<file path="src/rtl/dmem_master_if.sv">
// Bus bundle for dmem_master: pipeline request/response channel plus the
// registered-address data-memory port.
interface dmem_master_if;
    // Pipeline request channel
    logic        req_valid;
    logic        req_ready;
    logic        req_write;
    logic [2:0]  req_funct3;
    logic [31:0] req_addr;
    logic [31:0] req_wdata;

    // Pipeline response channel
    logic        resp_valid;
    logic [31:0] resp_rdata;
    logic        resp_err;
    logic        resp_led;

    // Data-memory port
    logic [31:0] mem_addr;
    logic [31:0] mem_write_data;
    logic        mem_memwrite;
    logic        mem_memread;
    logic [3:0]  mem_sign_mask;
    logic [31:0] mem_read_data;

    // Initiator side (the dmem_master itself)
    modport master (
        input  req_valid,
        input  req_write,
        input  req_funct3,
        input  req_addr,
        input  req_wdata,
        input  mem_read_data,
        output req_ready,
        output resp_valid,
        output resp_rdata,
        output resp_err,
        output resp_led,
        output mem_addr,
        output mem_write_data,
        output mem_memwrite,
        output mem_memread,
        output mem_sign_mask
    );

    // Environment side (pipeline and memory)
    modport slave (
        output req_valid,
        output req_write,
        output req_funct3,
        output req_addr,
        output req_wdata,
        output mem_read_data,
        input  req_ready,
        input  resp_valid,
        input  resp_rdata,
        input  resp_err,
        input  resp_led,
        input  mem_addr,
        input  mem_write_data,
        input  mem_memwrite,
        input  mem_memread,
        input  mem_sign_mask
    );
endinterface

</file>
<file path="src/rtl/dmem_master.sv">
// Load/store initiator for the data memory. Takes one request at a time,
// presents the address a cycle ahead of the strobe, captures read data the
// cycle after the strobe and answers with a single-cycle response pulse.
module dmem_master #(
    parameter bit          CHECK_ALIGN = 1'b1,
    parameter logic [31:0] LED_ADDR    = 32'h0000_2000
) (
    input logic           clk,
    input logic           rst_n,
    dmem_master_if.master bus
);

    typedef enum logic [2:0] {
        StIdle,
        StSetup,
        StStrobe,
        StCapture,
        StErr
    } state_e;

    state_e      state_q;

    // Holding registers for the accepted request
    logic [31:0] addr_q;
    logic [31:0] wdata_q;
    logic        write_q;
    logic [3:0]  mask_q;
    logic        led_q;

    // Registered outputs
    logic        req_ready_q;
    logic        resp_valid_q;
    logic [31:0] resp_rdata_q;
    logic        resp_err_q;
    logic        resp_led_q;
    logic [31:0] mem_addr_q;
    logic [31:0] mem_write_data_q;
    logic        mem_memwrite_q;
    logic        mem_memread_q;
    logic [3:0]  mem_sign_mask_q;

    // Request decode
    logic [3:0]  dec_mask;
    logic        dec_illegal;
    logic        dec_misaligned;
    logic        dec_reject;
    logic        accept;

    // Decode funct3 into the memory sign_mask and classify illegal/misaligned requests.
    always_comb begin
        dec_mask       = 4'b0000;
        dec_illegal    = 1'b0;
        dec_misaligned = 1'b0;
        unique case (bus.req_funct3)
            3'b000:  dec_mask = 4'b1001;  // LB / SB
            3'b001:  dec_mask = 4'b1011;  // LH / SH
            3'b010:  dec_mask = 4'b0111;  // LW / SW
            3'b100:  dec_mask = 4'b0001;  // LBU
            3'b101:  dec_mask = 4'b0011;  // LHU
            default: dec_illegal = 1'b1;
        endcase
        // Stores never sign-extend, and have no unsigned variants.
        if (bus.req_write) begin
            dec_mask[3] = 1'b0;
            if (bus.req_funct3[2]) begin
                dec_illegal = 1'b1;
            end
        end
        unique case (bus.req_funct3)
            3'b001, 3'b101: dec_misaligned = bus.req_addr[0];
            3'b010:         dec_misaligned = (bus.req_addr[1:0] != 2'b00);
            default:        dec_misaligned = 1'b0;
        endcase
        dec_reject = dec_illegal | (CHECK_ALIGN & dec_misaligned);
    end

    assign accept = (state_q == StIdle) & req_ready_q & bus.req_valid;

    // Transaction FSM; every bus-facing output is a register set here.
    always_ff @(posedge clk or negedge rst_n) begin
        if (!rst_n) begin
            state_q          <= StIdle;
            addr_q           <= 32'h0;
            wdata_q          <= 32'h0;
            write_q          <= 1'b0;
            mask_q           <= 4'b0000;
            led_q            <= 1'b0;
            req_ready_q      <= 1'b1;
            resp_valid_q     <= 1'b0;
            resp_rdata_q     <= 32'h0;
            resp_err_q       <= 1'b0;
            resp_led_q       <= 1'b0;
            mem_addr_q       <= 32'h0;
            mem_write_data_q <= 32'h0;
            mem_memwrite_q   <= 1'b0;
            mem_memread_q    <= 1'b0;
            mem_sign_mask_q  <= 4'b0000;
        end else begin
            // Pulses and strobe-cycle signals default low; the state arms override.
            resp_valid_q     <= 1'b0;
            resp_err_q       <= 1'b0;
            resp_led_q       <= 1'b0;
            mem_memwrite_q   <= 1'b0;
            mem_memread_q    <= 1'b0;
            mem_sign_mask_q  <= 4'b0000;
            mem_write_data_q <= 32'h0;

            // Ready comes back only once the response cycle has been seen.
            if (resp_valid_q) begin
                req_ready_q <= 1'b1;
            end

            case (state_q)
                StIdle: begin
                    if (accept) begin
                        addr_q      <= bus.req_addr;
                        wdata_q     <= bus.req_wdata;
                        write_q     <= bus.req_write;
                        mask_q      <= dec_mask;
                        led_q       <= (bus.req_addr == LED_ADDR);
                        req_ready_q <= 1'b0;
                        if (dec_reject) begin
                            state_q <= StErr;
                        end else begin
                            // Address goes out one cycle ahead of the strobe.
                            mem_addr_q <= bus.req_addr;
                            state_q    <= StSetup;
                        end
                    end
                end

                StSetup: begin
                    mem_memwrite_q   <= write_q;
                    mem_memread_q    <= ~write_q;
                    mem_sign_mask_q  <= mask_q;
                    mem_write_data_q <= wdata_q;
                    state_q          <= StStrobe;
                end

                StStrobe: begin
                    if (write_q) begin
                        resp_valid_q <= 1'b1;
                        resp_rdata_q <= 32'h0;
                        resp_led_q   <= led_q;
                        state_q      <= StIdle;
                    end else begin
                        state_q <= StCapture;
                    end
                end

                StCapture: begin
                    // Memory read data is valid the cycle after the strobe.
                    resp_valid_q <= 1'b1;
                    resp_rdata_q <= bus.mem_read_data;
                    resp_led_q   <= led_q;
                    state_q      <= StIdle;
                end

                StErr: begin
                    resp_valid_q <= 1'b1;
                    resp_err_q   <= 1'b1;
                    resp_rdata_q <= 32'h0;
                    resp_led_q   <= led_q;
                    state_q      <= StIdle;
                end

                default: begin
                    state_q <= StIdle;
                end
            endcase
        end
    end

    assign bus.req_ready      = req_ready_q;
    assign bus.resp_valid     = resp_valid_q;
    assign bus.resp_rdata     = resp_rdata_q;
    assign bus.resp_err       = resp_err_q;
    assign bus.resp_led       = resp_led_q;
    assign bus.mem_addr       = mem_addr_q;
    assign bus.mem_write_data = mem_write_data_q;
    assign bus.mem_memwrite   = mem_memwrite_q;
    assign bus.mem_memread    = mem_memread_q;
    assign bus.mem_sign_mask  = mem_sign_mask_q;

endmodule

</file>
<file path="src/flat_wrapper.sv">
// flat-port wrapper written by rule: the top's interface ports become plain ports
module dmem_master_flat 
#(
    parameter bit          CHECK_ALIGN = 1'b1,
    parameter logic [31:0] LED_ADDR    = 32'h0000_2000
)
  (clk, rst_n, bus_req_valid, bus_req_write, bus_req_funct3, bus_req_addr, bus_req_wdata, bus_mem_read_data, bus_req_ready, bus_resp_valid, bus_resp_rdata, bus_resp_err, bus_resp_led, bus_mem_addr, bus_mem_write_data, bus_mem_memwrite, bus_mem_memread, bus_mem_sign_mask);
  dmem_master_if bus_i ();
  input logic clk;
  input logic rst_n;
  input wire logic [$bits(bus_i.req_valid)-1:0] bus_req_valid;
  input wire logic [$bits(bus_i.req_write)-1:0] bus_req_write;
  input wire logic [$bits(bus_i.req_funct3)-1:0] bus_req_funct3;
  input wire logic [$bits(bus_i.req_addr)-1:0] bus_req_addr;
  input wire logic [$bits(bus_i.req_wdata)-1:0] bus_req_wdata;
  input wire logic [$bits(bus_i.mem_read_data)-1:0] bus_mem_read_data;
  output wire logic [$bits(bus_i.req_ready)-1:0] bus_req_ready;
  output wire logic [$bits(bus_i.resp_valid)-1:0] bus_resp_valid;
  output wire logic [$bits(bus_i.resp_rdata)-1:0] bus_resp_rdata;
  output wire logic [$bits(bus_i.resp_err)-1:0] bus_resp_err;
  output wire logic [$bits(bus_i.resp_led)-1:0] bus_resp_led;
  output wire logic [$bits(bus_i.mem_addr)-1:0] bus_mem_addr;
  output wire logic [$bits(bus_i.mem_write_data)-1:0] bus_mem_write_data;
  output wire logic [$bits(bus_i.mem_memwrite)-1:0] bus_mem_memwrite;
  output wire logic [$bits(bus_i.mem_memread)-1:0] bus_mem_memread;
  output wire logic [$bits(bus_i.mem_sign_mask)-1:0] bus_mem_sign_mask;
  assign bus_i.req_valid = bus_req_valid;
  assign bus_i.req_write = bus_req_write;
  assign bus_i.req_funct3 = bus_req_funct3;
  assign bus_i.req_addr = bus_req_addr;
  assign bus_i.req_wdata = bus_req_wdata;
  assign bus_i.mem_read_data = bus_mem_read_data;
  assign bus_req_ready = bus_i.req_ready;
  assign bus_resp_valid = bus_i.resp_valid;
  assign bus_resp_rdata = bus_i.resp_rdata;
  assign bus_resp_err = bus_i.resp_err;
  assign bus_resp_led = bus_i.resp_led;
  assign bus_mem_addr = bus_i.mem_addr;
  assign bus_mem_write_data = bus_i.mem_write_data;
  assign bus_mem_memwrite = bus_i.mem_memwrite;
  assign bus_mem_memread = bus_i.mem_memread;
  assign bus_mem_sign_mask = bus_i.mem_sign_mask;
  dmem_master #(.CHECK_ALIGN(CHECK_ALIGN), .LED_ADDR(LED_ADDR)) u_core (.clk(clk), .rst_n(rst_n), .bus(bus_i));
endmodule
</file>
<file path="config.mk">
export PLATFORM = sky130hd
export DESIGN_NAME = dmem_master_flat
export DESIGN_NICKNAME = d
export VERILOG_FILES = /design/src/rtl/dmem_master_if.sv /design/src/rtl/dmem_master.sv /design/src/flat_wrapper.sv
export SDC_FILE = /design/constraint.sdc
export NUM_CORES = 1
export LEC_CHECK = 0
export ABC_AREA = 1
export ABC_CLOCK_PERIOD_IN_PS = 4400
export CORE_MARGIN = 3
export CORE_UTILIZATION = 40
export CTS_CLUSTER_DIAMETER = 200
export DETAILED_ROUTE_END_ITERATION = 7
export GPL_ROUTABILITY_DRIVEN = 0
export PLACE_DENSITY = 0.71
export SYNTH_ARGS = -nofsm -noshare
export SYNTH_HDL_FRONTEND = slang
export SYNTH_SLANG_ARGS = --single-unit
</file>
<file path="constraint.sdc">
create_clock -name clk -period 4.4 [get_ports clk]
set_clock_uncertainty 0.15 [all_clocks]
set_input_delay 0.66 -clock clk [delete_from_list [all_inputs] [get_ports clk]]
set_output_delay 0.66 -clock clk [all_outputs]
set_load 0.02 [all_outputs]
</file>
Word-level counts from Yosys, hierarchy flattened
Cells that the tools add are included.
Word-level totals
  word-level logic and storage cells: 65
  output and inout port bits: 106
  register bits after elaboration: 147
Cells by class
  muxes and demuxes: 24
  bitwise gates (word level): 5
  reduce and logical (&&, ||, !) cells: 10
  equal/unequal tests: 11
Operators with widths (count)
  case mux 32 bit (3 select lines): 1
  two-way mux 32 bit: 2
  equality test 32 x 14 -> 1 bit (second input constant): 1
  case mux 4 bit (5 select lines): 1
  two-way mux 1 bit: 12
  equality test 3 x 2 -> 1 bit (second input constant): 3
  equality test 3 bit (second input constant): 3
  case mux 3 bit (3 select lines): 1
  equality test 3 x 1 -> 1 bit (second input constant): 2
  zero test 3 bit: 2
  two-way mux 3 bit: 2
  case mux 1 bit (2 select lines): 3
  OR reduction 5 bit: 1
  two-way mux 4 bit: 1
  != test 2 x 1 -> 1 bit (second input constant): 2
  AND reduction 2 bit: 2
  OR reduction 2 bit: 2
  AND reduction 3 bit: 1
  nonzero test 3 bit: 1
  bitwise AND 1 bit: 2
  two-way mux 2 bit: 1
  NOT 1 bit: 2
  nonzero test 2 bit: 1
  bitwise OR 1 bit: 1

Longest topological paths before layout
  word-level depth: 9
  mapped depth: 8
  gate-level depth less buffers: 7

Worst setup path after synthesis
No wires, ideal clock.
  kind: input port to flip-flop
  from: in bus_req_addr[1]
  to: reg u_core.mem_addr_q[19] (netlist: u_core.bus.mem_addr[19])
  setup time: 0.117 ns
  path buffers: 1
  cell stages on the path: 7
  data arrival time: 1.423 ns
  setup slack: 2.710 ns
  cells stage by stage: nor2_1 nor2_1 nor2_2 nand3_4 buf_6 nand2_2 o21ai_2
Between the ends
  word-level cells in the longest chain between the ends: 5
Ends and longest elaborated chain
  start: declaration: line flat_wrapper.sv:14  | input wire logic [$bits(bus_i.req_addr)-1:0] bus_req_addr;
  nonzero test 2 bit: line dmem_master.sv:71  | 3'b010: dec_misaligned = (bus.req_addr[1:0] != 2'b00);
  case mux 1 bit (2 select lines): line dmem_master.sv:69  | unique case (bus.req_funct3)
  bitwise OR 1 bit: line dmem_master.sv:74  | dec_reject = dec_illegal | (CHECK_ALIGN & dec_misaligned);
  NOT 1 bit (no line)
  AND reduction 3 bit (no line)
  end signal: assignment: line dmem_master.sv:126  | mem_addr_q <= bus.req_addr;
  end: declaration: line dmem_master.sv:36  | logic [31:0] mem_addr_q;
Every way passes these cells.
A chain may end at the register's enable or synchronous reset.

Worst setup path after layout
  from: in bus_req_addr[0]
  to: reg u_core.mem_addr_q[15] (netlist: u_core.bus.mem_addr[15])
Between the ends
  word-level cells in the longest chain between the ends: 5
Ends and longest elaborated chain (line)
  nonzero test 2 bit: dmem_master.sv:71
  case mux 1 bit (2 select lines) (*): dmem_master.sv:69
  bitwise OR 1 bit (*): dmem_master.sv:74
  NOT 1 bit (no line) (*)
  AND reduction 3 bit (no line) (*)
Every way passes the cells marked *; elsewhere a longest branch is shown, timed or not.

==> results.yml <==
pwr:
  peakVddDrop_uv: 256
  power.switching_uw: 582
  power_density_nw_per_um2: 342
  power.internal_mw: 2.33
  swShare_pct: 20.0
  share_comb_of_total_power_pct: 5.0
  static-leakage-power_nw: 4.11
  seqPwrFrac_pct: 46.5
  clkPwrFrac_pct: 48.5
place:
  place_inst: 951
  post-dp-hpwl_um: 9650
  numPortBuffers: 208
  dpl_worst_slack_ns: 1.33
worst_setup_path:
  required_ns: 4.50
  cp-startpoint: "bus_req_addr[0]"
  worstPathMaxFanout: 64
  arrival_ns: 2.78
  crit_type: "input port to register"
  endpoint_kind: "register"
  start_kind: "input port"
  timing.rr.start: "u_core.bus.req_ready"
synth:
  synth.ff_latch_count: 147
  synth_nets: 686
  synth-main-ff-cell: "dfrtp_1"
  ys_types: 25
  syn_inst: 583
  yosysWarnings: 0
  async_flop_share_pct: 100
  synth_area_um2: 5760
  avgSynthCellArea_um2: 9.88
  synth-seq-area-share_pct: 63.9
  synth_edf_count: 0
route:
  postRouteAntennaNets: 0
  drtIter0Drc: 185
  vias: 4389
  drc: 0
  vias_per_cell: 4.47
  finalWirelength_um: 13500
  wl_per_cell_um: 13.7
  dr.pass1.iters: 4
clock_network:
  cts_setup_buffers: 0
  clk_pin_slew_ns: 0.06
  cts_htree_levels: 4
  numCtsBuffers: 17
  clock_sinks: 147
  tritoncts: "yes"
  clk_latency_ns: 0.40
  clk_path_buf_depth: 2
  postCtsResizedCells: 0
  cts-root-buf: "clkbuf_16"
  hold_buffers: 0
layout:
  diodes: 0
  fillerInstances: 1152
  layout_common_cells: "207 x clkdlybuf4s50_1, 150 x nand2_1, 146 x dfrtp_1, 80 x inv_1, 61 x nor2_1"
  final_common_cell: "clkdlybuf4s50_1"
  nNetsFinal: 893
  finish.utilization_pct: 60.8
  multi_input_area_um2: 1590
  register_area_um2: 3680
  layout-drive-gt1-share_pct: 13.0
  synthToLayoutAreaGrowth_pct: 47.6
  fin_cells: 981
run:
  cap_violations: 0
die:
  ios: 209
  die-height_um: 126
  fp-row-count: 43
  start_util_pct: 41.2
  chipWidth_um: 126
  dieArea_um2: 15900
  coreArea_um2: 14000
timing:
  fin_crit_ns: 2.68
  rsz0062_at_grt: "false"
  setup_viol: 0
  timing.slew.headroom_pct: 30.8
  timing.final.crit_share_pct: 60.8
  hold_viol: 0
  final.setup.tns_ns: 0
  worst_pin_slew_ns: 1.04
  fmax_mhz: 374
  drv_slew: 0
  layout_setup_ws_ns: 1.72
global_routing:
  grt_first_pass_wirelength_um: 21900
  grt_usage_pct: 17.3
  grt_start_max_net_pins: 100
  antenna_found_initial: 0
  overflow: 0
  grt_pass1_vias: 4495
min_path:
  hold_class: "input port to asynchronous set/reset pin"
status:
  status: "complete, no violations"
==> final cells by class <==
| class | instances | share of cell area, % |
|---|---|---|
| Sequential cell | 147 | 43.3 |
| Timing Repair Buffer | 212 | 24.9 |
| Multi-Input combinational cell | 331 | 18.7 |
| Clock buffer | 22 | 5.70 |
| Inverter | 81 | 3.58 |
| Tap cell | 180 | 2.65 |
| Clock inverter | 8 | 1.19 |
==> per-stage QoR <==
step	power (mW)	area [um^2]	hold WS, ns
CTS	2.95	8500	0.228
floorplan	1.39	5760	0.214
global route	3.02	8500	0.270
detailed placement	1.52	7920	0.307
finish	2.91	8500	0.200
global placement	1.52	7920	0.299
==> power by group through the flow <==
stage	clock, mW	combinational [mW]	sequential [mW]
after CTS	1.45	0.147	1.35
final	1.41	0.144	1.35
after floorplan	0	0.0180	1.38
after global routing	1.51	0.159	1.35
after detailed placement	0	0.146	1.38
after global placement	0	0.144	1.38
==> registers in the layout, indices dropped and copies added (netlist names) <==
| register | flops |
|---|---|
| u_core.bus.resp_valid | 1 |
| u_core.bus.mem_memwrite | 1 |
| u_core.bus.resp_err | 1 |
| u_core.bus.mem_sign_mask | 4 |
| u_core.bus.mem_addr | 32 |
| u_core.bus.mem_memread | 1 |
| u_core.bus.mem_write_data | 32 |
| u_core.state_q | 3 |
| u_core.write_q | 1 |
| u_core.bus.req_ready | 1 |
| u_core.bus.resp_led | 1 |
| u_core.bus.resp_rdata | 32 |
| u_core.led_q | 1 |
| u_core.mask_q | 4 |
| u_core.wdata_q | 32 |
==> cell families after synthesis <==
logic type / after synthesis / share of synthesized area (%)
simple gates: 257 / 19.0
compound gates: 74 / 8.65
flops: 147 / 63.9
buf+inv: 105 / 8.43
==> Yosys cell counts (3+ instances only) <==
cell type	count	area [um^2]
buf_4	4	30.0
dfrtp_1	146	3650
nor2_4	3	33.8
buf_6	9	101
o21ai_0	18	90.1
buf_2	7	35.0
inv_1	80	300
o21ai_1	19	95.1
o21ai_2	32	280
nor2_1	61	229
clkbuf_1	4	15.0
nand2_1	150	563
nand2_2	29	181
nand3_1	8	40.0
==> layer usage <==
layer	share of wire [%]	GRT usage, %	wire length (um)
met5	0	0	0
met4	1.6	5.30	216
met3	8.3	6.66	1120
met2	48	28.3	6490
met1	42	21.4	5660
==> path summary, 6_finish.rpt <==
kind | cells past startpoint | slack [ns] | to
max | 7 | 1.72 | u_core.bus.mem_addr[15]
min | 1 | 0.20 | u_core.bus.mem_write_data[21]
max reg2reg | 5 | 2.13 | u_core.bus.mem_addr[15]
min reg2reg | 2 | 0.32 | u_core.bus.resp_rdata[20]
max in group asynchronous | 2 | 2.96 | u_core.bus.req_ready
min in group clk | 2 | 0.32 | u_core.bus.resp_rdata[20]
==> critical path: stages <==
cell and delay, ns:
clkdlybuf4s50_1 0.45, nor2_1 0.19, nor2_1 0.09, nor2_2 0.19, nand3_4 0.76, nand2_1 0.31
o21ai_2 0.08
(Power assumes the default switching activity.)
